<file path="src/rtl/riscv_pkg.sv">
// Shared definitions for the 3-stage RV32 core: field widths, the NOP
// encoding and the fetch->decode pipeline record.
package riscv_pkg;

  localparam int          XLEN      = 32;
  localparam logic [31:0] NOP_INSTR = 32'h0000_0013;  // addi x0,x0,0

  typedef struct packed {
    logic            valid;
    logic            fault;
    logic [XLEN-1:0] instr;
    logic [XLEN-1:0] pc;
    logic [XLEN-1:0] pc4;
  } if_id_t;

endpackage

</file>
<file path="src/rtl/sat_counter.sv">
// Saturating up-counter with synchronous clear. Clear beats increment and
// the count sticks at all-ones instead of wrapping.
module sat_counter #(
  parameter int W = 16
) (
  input  logic         clk_i,
  input  logic         rst_i,
  input  logic         clr_i,
  input  logic         inc_i,
  output logic [W-1:0] cnt_o
);

  logic [W-1:0] cnt_q;
  logic [W-1:0] cnt_d;

  // Next count: clear first, then increment unless already saturated.
  always_comb begin
    cnt_d = cnt_q;
    if (clr_i) begin
      cnt_d = {W{1'b0}};
    end else if (inc_i && !(&cnt_q)) begin
      cnt_d = cnt_q + {{(W-1){1'b0}}, 1'b1};
    end else begin
      cnt_d = cnt_q;
    end
  end

  // Count register with asynchronous reset.
  always_ff @(posedge clk_i or posedge rst_i) begin
    if (rst_i) begin
      cnt_q <= {W{1'b0}};
    end else begin
      cnt_q <= cnt_d;
    end
  end

  assign cnt_o = cnt_q;

endmodule

</file>
<file path="src/rtl/if_id_pipe_reg.sv">
// Fetch->decode pipeline register. Holds on stall, injects a NOP bubble on
// flush (flush wins over stall), and counts stall/flush events.
module if_id_pipe_reg #(
  parameter int              XLEN      = riscv_pkg::XLEN,
  parameter logic [XLEN-1:0] NOP_INSTR = riscv_pkg::NOP_INSTR,
  parameter int              CNT_W     = 16
) (
  input  logic             clk_i,
  input  logic             rst_i,
  input  logic             stall_i,
  input  logic             flush_i,
  input  logic             valid_f_i,
  input  logic [XLEN-1:0]  instr_f_i,
  input  logic [XLEN-1:0]  pc_f_i,
  input  logic [XLEN-1:0]  pc_plus_4_f_i,
  input  logic             fault_f_i,
  input  logic             cnt_clr_i,
  output logic             valid_d_o,
  output logic [XLEN-1:0]  instr_d_o,
  output logic [XLEN-1:0]  pc_d_o,
  output logic [XLEN-1:0]  pc_plus_4_d_o,
  output logic             fault_d_o,
  output logic [CNT_W-1:0] stall_cnt_o,
  output logic [CNT_W-1:0] flush_cnt_o
);

  import riscv_pkg::*;

  if_id_t if_id_q;
  if_id_t if_id_d;
  logic   eff_stall_s;

  // A stall only counts when it is not overridden by a flush.
  assign eff_stall_s = stall_i & ~flush_i;

  // Next D-stage record: flush bubble, then hold, then normal load.
  always_comb begin
    if_id_d = if_id_q;
    if (flush_i) begin
      if_id_d.valid = 1'b0;
      if_id_d.fault = 1'b0;
      if_id_d.instr = NOP_INSTR;
      if_id_d.pc    = pc_f_i;          // kept for debug visibility
      if_id_d.pc4   = pc_plus_4_f_i;
    end else if (stall_i) begin
      if_id_d = if_id_q;
    end else begin
      if_id_d.valid = valid_f_i;
      if_id_d.pc    = pc_f_i;
      if_id_d.pc4   = pc_plus_4_f_i;
      if (valid_f_i) begin
        if_id_d.instr = instr_f_i;
        if_id_d.fault = fault_f_i;
      end else begin
        if_id_d.instr = NOP_INSTR;
        if_id_d.fault = 1'b0;
      end
    end
  end

  // D-stage register; reset loads a NOP with everything else cleared.
  always_ff @(posedge clk_i or posedge rst_i) begin
    if (rst_i) begin
      if_id_q.valid <= 1'b0;
      if_id_q.fault <= 1'b0;
      if_id_q.instr <= NOP_INSTR;
      if_id_q.pc    <= {XLEN{1'b0}};
      if_id_q.pc4   <= {XLEN{1'b0}};
    end else begin
      if_id_q <= if_id_d;
    end
  end

  assign valid_d_o     = if_id_q.valid;
  assign fault_d_o     = if_id_q.fault;
  assign instr_d_o     = if_id_q.instr;
  assign pc_d_o        = if_id_q.pc;
  assign pc_plus_4_d_o = if_id_q.pc4;

  sat_counter #(.W(CNT_W)) u_stall_cnt (
    .clk_i (clk_i),
    .rst_i (rst_i),
    .clr_i (cnt_clr_i),
    .inc_i (eff_stall_s),
    .cnt_o (stall_cnt_o)
  );

  sat_counter #(.W(CNT_W)) u_flush_cnt (
    .clk_i (clk_i),
    .rst_i (rst_i),
    .clr_i (cnt_clr_i),
    .inc_i (flush_i),
    .cnt_o (flush_cnt_o)
  );

endmodule

</file>
<file path="config.mk">
export PLATFORM = sky130hd
export DESIGN_NAME = if_id_pipe_reg
export DESIGN_NICKNAME = d
export VERILOG_FILES = /design/src/rtl/riscv_pkg.sv /design/src/rtl/sat_counter.sv /design/src/rtl/if_id_pipe_reg.sv
export SDC_FILE = /design/constraint.sdc
export NUM_CORES = 1
export LEC_CHECK = 0
export CORE_UTILIZATION = 30
export CTS_BUF_LIST = sky130_fd_sc_hd__clkbuf_8
export DETAILED_ROUTE_END_ITERATION = 8
export PLACE_DENSITY = 0.59
export SKIP_CTS_REPAIR_TIMING = 1
export SLEW_MARGIN = 20
export SYNTH_ARGS = -nofsm -noshare
export SYNTH_HDL_FRONTEND = slang
export SYNTH_HIERARCHICAL = 1
export SYNTH_SLANG_ARGS = --single-unit
</file>
<file path="constraint.sdc">
create_clock -name clk_i -period 7.1 [get_ports clk_i]
set_clock_uncertainty 0.15 [all_clocks]
set_input_delay 1.42 -clock clk_i [delete_from_list [all_inputs] [get_ports clk_i]]
set_output_delay 1.42 -clock clk_i [all_outputs]
set_load 0.01 [all_outputs]
</file>
==> flow_summary.yaml <==
cts:
  htreeDepth: 4
  clockBufferDepth: 2
  clock_sinks: 130
  cts_tree: "done"
  clkLatencyLatePin_ns: 0.43
  clkTransAtPathRegs_ns: 0.08
  cts_root_buf: "clkbuf_8"
  cts_buffers: 17
floorplan:
  die_x_um: 142.4
  start_util_pct: 31.07
  coreArea_um2: 19020
  die_y_um: 142.4
  ios: 233
  fp-row-count: 50
  dieArea_um2: 20260
timing:
  clock.fmax_ghz: 0.2481
  rsz0062_at_grt: "no"
  finalCriticalPeriod_ns: 4.030
  worstMarginPinSlew_ns: 0.8266
  finalSetupViolations: 0
  finalHoldViolCount: 0
  min_period_over_period_pct: 56.76
  finalSetupTns_ns: 0
  drv_slew: 0
  slew_headroom_pct: 44.89
finish:
  design_area_um2: 8762
  stdcell_count: 979
  drive_above_1_share_pct: 16.69
  synthToLayoutAreaGrowth_pct: 48.27
  nNetsFinal: 812
  n_antenna_cell: 0
  nFillCells: 1764
logic_synthesis:
  yosysWarnings: 6
  synth_area_um2: 5909
  synth.avg_cell_area_um2: 12.34
  synth_cell_types: 43
  seq_area_frac_synth_pct: 55.11
  ys_seq_elements: 130
  synth.area.top_cells: "dfrtp_1, mux2_4, mux2_2"
  netlist.area_leader.share_pct: 53.78
  yosys.area.top_type: "dfrtp_1"
  syn_nets: 584
  syn_inst: 479
critical_path:
  worstSetupPathType: "in2reg"
  r2r-end: "u_flush_cnt/cnt_o[12]"
  endpoint_kind: "register"
  arrival_ns: 4.24
  r2r.worst_path.cells: 5
  critPathCapture: "u_stall_cnt/cnt_o[13]"
  startpoint: "stall_i"
  rrSetupSlack_ns: 4.95
  startpoint_type: "primary input"
  cp_max_fo: 53
  crit_required_ns: 7.31
  r2r-start: "u_flush_cnt/cnt_o[0]"
placed_design:
  place_area_um2: 8377
  port_buffers: 232
  placedCellCount: 948
  post-dp-hpwl_mm: 11.41
  gp_routability_congestion: 0.8271
job:
  max_cap_violations: 0
global_routing:
  grt_overflow: 0
  grt_usage_pct: 15.97
  grt_max_degree: 54
  grt_antenna_before_repair: 0
  grt_pass1_vias: 4756
  grt_pass1_wl_mm: 24.81
pwr:
  ir_worst_vdd_mv: 0.09759
  p_total_mw: 1.696
  powerDensity_nw_per_um2: 193.5
  p_leak_nw: 3.622
outcome:
  status: "finished clean"
min_path:
  hp-class: "reg2reg"
route:
  drt_pass1_iterations: 5
  wirelength_mm: 15.91
  via_count: 4578
  drc: 0
  routed_via_density: 4.676
  drt_iter0_drc: 127
  drtAntennaViolNets: 0
  wire_per_inst_um: 16.25
area by class of cell:
class | count | area, µm² | area share [%]
clock buffer | 18 | 247.7 | 2.827
multi-input combinational | 307 | 2389 | 27.26
sequential | 130 | 3257 | 37.17
tap | 260 | 325.3 | 3.713
clock inverter | 13 | 137.6 | 1.571
inverter | 15 | 58.81 | 0.6711
timing repair buffer | 236 | 2347 | 26.79
worst min path at each step:
stage,start,end,slack [ns],cells past startpoint
4_1_cts,instr_d_o[25],instr_d_o[25],0.35,1
2_1_floorplan,instr_d_o[0],instr_d_o[0],0.38,2
3_3_place_gp,instr_d_o[27],instr_d_o[27],0.34,1
3_5_place_dp,instr_d_o[25],instr_d_o[25],0.33,1
6_report,instr_d_o[25],instr_d_o[25],0.34,1
5_1_grt,pc_d_o[14],pc_d_o[14],0.37,1
through the flow:
stage,util (%),hold slack (ns),setup slack (ns)
2_1_floorplan,-,0.3814,2.973
3_3_place_gp,44.05,0.3352,2.684
3_5_place_dp,44.05,0.3330,2.562
4_1_cts,46.07,0.3505,3.066
5_1_grt,46.07,0.3710,2.843
6_report,46.07,0.3429,3.070
flip-flops by register name, indices dropped and copies added (netlist names):
name / flops
fault_d_o: 1
pc_plus_4_d_o: 32
valid_d_o: 1
instr_d_o: 32
u_stall_cnt/cnt_o: 16
pc_d_o: 32
u_flush_cnt/cnt_o: 16
critical path, cell delays in order:
cell and delay [ns]:
buf_2 0.63, nand2b_4 0.51, inv_2 0.38, nand3_1 0.18, or3_1 0.52, or4_1 0.43
a21oi_1 0.15
Yosys cell counts, drive strengths merged:
cell / count
mux2i: 3
a21oi: 38
nand4: 2
nor3: 4
nand3: 12
nor4: 2
or3: 16
clkbuf: 13
o21ai: 10
or2: 2
a32o: 8
buf: 14
nand2b: 9
nor2b: 5
dfrtp: 127
inv: 15
a22oi: 3
a2111oi: 2
mux2: 70
a21boi: 2
ha: 2
nand2: 34
dfstp: 3
o21bai: 2
o211ai: 2
a31oi: 4
and3: 4
a211oi: 4
a31o: 2
nand3b: 22
nor2: 25
or4: 6
o31ai: 10
nor3b: 2
logic make-up after synthesis:
kind of cell / Yosys count / synth area share, %
compound gates: 87 / 9.358
fa+ha+maj: 2 / 0.4234
buf+inv: 42 / 4.467
flops: 130 / 55.11
mux: 73 / 17.02
simple gates: 145 / 13.61
power breakdown:
group	leakage (nW)	internal, mW	total, mW	switching [mW]
Clock	0.202	0.319	0.617	0.298
Combinational	1.77	0.171	0.274	0.103
Sequential	1.65	0.780	0.804	0.0241
cell usage in the layout, fill, tap and decap left out, types with 3 or more instances in the layout:
cell type	count
inv_1	13
a32o_1	8
mux2i_1	3
nor2b_1	5
o31ai_1	10
and3_1	4
a211oi_1	4
a31oi_1	4
nor2_1	25
buf_4	4
or4_1	6
a21oi_1	38
or3_1	16
mux2_2	20
nand2b_1	8
clkinv_2	5
nand3_1	10
mux2_4	50
clkdlybuf4s50_1	231
a22oi_1	3
dfrtp_1	127
nand2_1	34
clkbuf_8	18
clkinv_4	5
o21ai_0	10
dfstp_2	3
nand3b_1	22
routing by layer:
layer  GRT usage (%)  wire (µm)  up-vias
li1                -          -     2173
met1           18.83       6613     2223
met2           26.60       7715      164
met3           5.888       1332       18
met4           5.716        245        0
met5               0          0        -
No activity file was read; power rests on OpenSTA's default activity.
